--- src/rtl/clk_div_prog_if.sv ---
// Ratio-programming channel of clk_div_prog: request (div_val/div_load) and
// the divider's status (div_ready, div_err, cur_div).
interface clk_div_prog_if #(
  parameter int CNT_W = 8
);
  logic [CNT_W-1:0] div_val;
  logic             div_load;
  logic             div_ready;
  logic             div_err;
  logic [CNT_W-1:0] cur_div;

  modport master (
    output div_val, div_load,
    input  div_ready, div_err, cur_div
  );

  modport slave (
    input  div_val, div_load,
    output div_ready, div_err, cur_div
  );
endinterface

--- src/rtl/clk_div_prog.sv ---
// Runtime-programmable integer clock divider, exact 50% duty for odd and even
// ratios; new ratios are applied only at a period boundary.
module clk_div_prog #(
  parameter int CNT_W       = 8,
  parameter int DEFAULT_DIV = 5
) (
  input  logic            clk,
  input  logic            rst,
  input  logic            en,
  clk_div_prog_if.slave   dif,
  output logic            clk_out,
  output logic            period_start
);

  typedef enum logic {IDLE, RUN} state_t;

  state_t           state;
  logic [CNT_W-1:0] cnt;
  logic [CNT_W-1:0] cur_div;
  logic [CNT_W-1:0] pending;
  logic             pos_q;
  logic             neg_q;
  logic             div_ready_q;
  logic             div_err_q;

  logic [CNT_W:0]   half;
  logic [CNT_W-1:0] cnt_inc;
  logic             tc;
  logic             apply;
  logic             load_ok;
  logic             load_bad;

  // One extra bit keeps (N+1)>>1 exact at N = 2^CNT_W-1.
  always_comb begin
    half     = ({1'b0, cur_div} + (CNT_W+1)'(1)) >> 1;
    cnt_inc  = cnt + CNT_W'(1);
    tc       = (cnt == cur_div - CNT_W'(1));
    apply    = !div_ready_q && ((state == IDLE) || tc);
    load_ok  = dif.div_load && div_ready_q && (dif.div_val >= CNT_W'(2));
    load_bad = dif.div_load && div_ready_q && (dif.div_val <  CNT_W'(2));
  end

  // NOTE: every register below uses <= so all of them see the pre-edge values
  // of cnt/cur_div/div_ready; blocking here would leak same-edge updates.
  always_ff @(posedge clk or negedge rst) begin
    if (!rst) begin
      state        <= IDLE;
      cnt          <= '0;
      pos_q        <= 1'b0;
      cur_div      <= CNT_W'(DEFAULT_DIV);
      pending      <= '0;
      div_ready_q  <= 1'b1;
      div_err_q    <= 1'b0;
      period_start <= 1'b0;
    end else begin
      div_err_q <= load_bad;

      // A load is never applied on its own acceptance edge: apply needs div_ready=0.
      if (apply) begin
        cur_div     <= pending;
        div_ready_q <= 1'b1;
      end else if (load_ok) begin
        pending     <= dif.div_val;
        div_ready_q <= 1'b0;
      end

      case (state)
        IDLE: begin
          cnt <= '0;
          if (en) begin
            state        <= RUN;
            pos_q        <= 1'b1;
            period_start <= 1'b1;
          end else begin
            pos_q        <= 1'b0;
            period_start <= 1'b0;
          end
        end
        RUN: begin
          if (tc) begin
            cnt <= '0;
            if (en) begin
              pos_q        <= 1'b1;
              period_start <= 1'b1;
            end else begin
              state        <= IDLE;
              pos_q        <= 1'b0;
              period_start <= 1'b0;
            end
          end else begin
            cnt          <= cnt_inc;
            pos_q        <= ({1'b0, cnt_inc} < half);
            period_start <= 1'b0;
          end
        end
        default: begin
          state        <= IDLE;
          cnt          <= '0;
          pos_q        <= 1'b0;
          period_start <= 1'b0;
        end
      endcase
    end
  end

  // Half-cycle-delayed copy of pos_q; ANDing it in trims the odd-ratio high
  // phase by half a clock on the leading side.
  always_ff @(negedge clk or negedge rst) begin
    if (!rst) neg_q <= 1'b0;
    else      neg_q <= pos_q;
  end

  assign clk_out       = cur_div[0] ? (pos_q & neg_q) : pos_q;
  assign dif.div_ready = div_ready_q;
  assign dif.div_err   = div_err_q;
  assign dif.cur_div   = cur_div;

endmodule

--- src/flat_wrapper.sv ---
// flat-port wrapper written by rule: the top's interface ports become plain ports
module clk_div_prog_flat 
#(
  parameter int CNT_W       = 8,
  parameter int DEFAULT_DIV = 5
)
  (clk, rst, en, clk_out, period_start, dif_div_val, dif_div_load, dif_div_ready, dif_div_err, dif_cur_div);
  clk_div_prog_if #(.CNT_W(CNT_W)) dif_i ();
  input  logic clk;
  input  logic rst;
  input  logic en;
  output logic clk_out;
  output logic period_start;
  input wire logic [$bits(dif_i.div_val)-1:0] dif_div_val;
  input wire logic [$bits(dif_i.div_load)-1:0] dif_div_load;
  output wire logic [$bits(dif_i.div_ready)-1:0] dif_div_ready;
  output wire logic [$bits(dif_i.div_err)-1:0] dif_div_err;
  output wire logic [$bits(dif_i.cur_div)-1:0] dif_cur_div;
  assign dif_i.div_val = dif_div_val;
  assign dif_i.div_load = dif_div_load;
  assign dif_div_ready = dif_i.div_ready;
  assign dif_div_err = dif_i.div_err;
  assign dif_cur_div = dif_i.cur_div;
  clk_div_prog #(.CNT_W(CNT_W), .DEFAULT_DIV(DEFAULT_DIV)) u_core (.clk(clk), .rst(rst), .en(en), .dif(dif_i), .clk_out(clk_out), .period_start(period_start));
endmodule
--- config.mk ---
export PLATFORM = sky130hd
export DESIGN_NAME = clk_div_prog_flat
export DESIGN_NICKNAME = d
export VERILOG_FILES = /design/src/rtl/clk_div_prog_if.sv /design/src/rtl/clk_div_prog.sv /design/src/flat_wrapper.sv
export SDC_FILE = /design/constraint.sdc
export NUM_CORES = 1
export LEC_CHECK = 0
export CAP_MARGIN = 10
export CORE_MARGIN = 2
export CORE_UTILIZATION = 41
export CTS_CLUSTER_DIAMETER = 30
export CTS_CLUSTER_SIZE = 40
export DETAILED_ROUTE_END_ITERATION = 8
export PLACE_DENSITY_LB_ADDON = 0.15
export SLEW_MARGIN = 15
export SYNTH_ARGS = -nofsm -noshare
export SYNTH_HDL_FRONTEND = slang
export SYNTH_SLANG_ARGS = --single-unit
--- constraint.sdc ---
create_clock -name clk -period 5.4 [get_ports clk]
set_clock_uncertainty 0.1 [all_clocks]
set_input_delay 0.54 -clock clk [delete_from_list [all_inputs] [get_ports clk]]
set_output_delay 0.54 -clock clk [all_outputs]
set_load 0.01 [all_outputs]
==> summary.txt <==
leakage power: 0.959 nW
Pre-Repair DR Iteration Count: 4
Die Height: 71.1 um
antenna-violating nets left: 0
status: complete, no violations
Initial DRC Count: 42
Final setup viols: 0
Non-Filler Instances: 247
TritonCTS Buffers: 5
global-route wire length before repair: 6730 um
Max H-tree Level: 2
Sum Neg Setup Slack: 0 ns
PortBufs: 23
pre-CTS WS: 1.04 ns
final hold violation count: 0
drt wl/cell: 15.9 um
Clock Sinks: 30
Max VDD drop: 0.000107 V
DP Cell Count: 239
total number of vias: 1380
Core Region: 4350 um2
CP max-delay cell: clkdlybuf4s50_1
global routing's busiest layer: met2
Rel. slew slack: 37.5%
Slew @ Worst Pin: 0.932 ns
post-DP HPWL: 2910 um
CP max FO: 1
CP Class: reg2out
met3 Usage GRT: 4.42%
worst path cell trace: o21a_1 -> clkdlybuf4s50_1
Worst EP required: 4.76 ns
RR Endpoint: u_core.neg_q
total global-route track usage: 17.5%
Fill cells: 388
RSZ-0062 raised after global routing: false
Post-Syn Area: 1850 um2
cells on worst reg2reg path: 0
Die Area: 5050 um2
syn nets: 194
Synth top area share: 35.3%
Synth cell types: 48
NumNets Final: 216
slack of the critical path: 0.749 ns
Mapped Cells: 172
chip width: 71.1 um
Syn-to-layout area delta: 18.6%
CP Buf/Inv Count: 1
Worst R2R Setup Slack: 2.06 ns
hold path depth: 1
n_diodes: 0
post-cts resize count: 0
Worst Setup End Kind: primary output
layout cells sized above 1: 14.9%
Starting Density: 42.4%
# DRC: 0
most numerous cell in the Yosys netlist: dfrtp_1
total grt overflow: 0
vias in the first global route: 1402
critical path's top delay family: buffers and inverters
Syn Area/Cell: 10.7 um2
GPL Wtd Cong: 0.973
CTS Hold Bufs: 0
top cells by area, synth: dfrtp_1, ha_1, mux2_2, xnor2_1, xor2_1
GR Layer Usage met1: 22.6%
max-slew violations: 0
max incr delay on CP: 0.52 ns
Detailed Route WL: 3940 um
initial antenna violation count: 0
CTS tree: done
number of synthesized register bits: 30
met2 usage: 27.5%
CTS Buffer Depth: 2
R2R Path Start: u_core.pos_q
largest net degree at the start of global routing: 31
min-delay src: u_core.pending[0]
Power Density: 195 nW/um2
hold_ws: 0.394 ns
DR vias/cell: 5.59
Syn. warnings: 0
Clock Latency Late Sink: 0.28 ns
fraction of synthesis flops using an asynchronous set or reset pin: 100%
Cell Rows: 24
critical path arrival: 4.01 ns
Clock transition at path regs: 0.06 ns
Max-cap violations: 0
EDFF count, synth: 0
Seq/Total Area, Yosys: 40.9%
dominant synthesized flop cell: dfrtp_1
area leader, netlist: dfrtp_1
CTS root buffer: clkbuf_8
Hold/Removal Path Class: reg2reg
hold path endpoint: u_core.dif.cur_div[0]
top cells by count, synth: dfrtp_1, nor2_1, ha_1, xnor2_1, xor2_1
post-CTS setup buffer count: 0
startpoint class of the critical path: flip-flop
Ports: 24
==> through the flow <==
step	util (%)	instance area, um2	total power, W
after floorplan	-	1850	0.000230
after global placement	48.2	2100	0.000243
after detailed placement	48.2	2100	0.000244
after CTS	50.3	2190	0.000431
after global routing	50.3	2190	0.000443
final	50.3	2190	0.000427
==> sequential cells by signal, summed over array words and instances (netlist names) <==
signal                count
u_core.cnt                8
u_core.dif.cur_div        8
u_core.dif.div_err        1
u_core.dif.div_ready      1
u_core.neg_q              1
u_core.pending            8
u_core.period_start       1
u_core.pos_q              1
u_core.state              1
==> cell families after synthesis <==
| kind of cell | count (synthesis) | share of synthesized area, % |
|---|---|---|
| AND/OR/NAND/NOR | 56 | 16.9 |
| AO/OA/AOI/OAI | 32 | 15.3 |
| buffers and inverters | 13 | 3.59 |
| multiplexers | 11 | 7.12 |
| XOR/XNOR | 20 | 9.49 |
| flip-flops | 30 | 40.9 |
| adder cells (fa/ha/maj) | 10 | 6.78 |
==> layer usage <==
metal  vias up  routed length (um)
met3         9                 188
met1       674                1800
met4         0                  96
met2        33                1860
li1        664                   -
met5         -                   0
==> final cells by class <==
class	instances	area [um2]	area share (%)
Multi-Input combinational cell	129	1020	46.8
Sequential cell	30	754	34.5
Timing Repair Buffer	24	238	10.9
Clock buffer	7	86.3	3.95
Tap cell	52	65.1	2.97
Inverter	4	15.0	0.686
Clock inverter	1	5.00	0.229
==> power breakdown <==
part | total [W] | internal, W | leakage [nW] | switching (W)
registers | 0.000225 | 0.000225 | 0.389 | 0
logic | 0.0000143 | 0.00000780 | 0.522 | 0.00000650
clock network | 0.000188 | 0.000103 | 0.0482 | 0.0000853
==> how the worst max path moves through the flow <==
stage	startpoint	depth (start not counted)	slack, ns	end
floorplan	u_core.neg_q	1	1.55	clk_out
global placement	u_core.neg_q	2	1.07	clk_out
detailed placement	u_core.neg_q	2	1.04	clk_out
CTS	u_core.neg_q	2	0.73	clk_out
global route	u_core.neg_q	2	0.71	clk_out
finish	u_core.neg_q	2	0.75	clk_out
==> cells in the final DEF (no fill, tap or decap), drive strengths merged, types with 5 or more instances in the layout <==
cell type	netlist	layout
xor2	10	10
nand2	8	8
clkdlybuf4s50	0	23
nand3	8	8
nor2b	8	8
nor2	12	12
dfrtp	26	26
ha	10	10
nor3	5	5
clkbuf	2	7
a32o	5	5
xnor2	10	10
mux2	11	11
(Power assumes the default switching activity.)
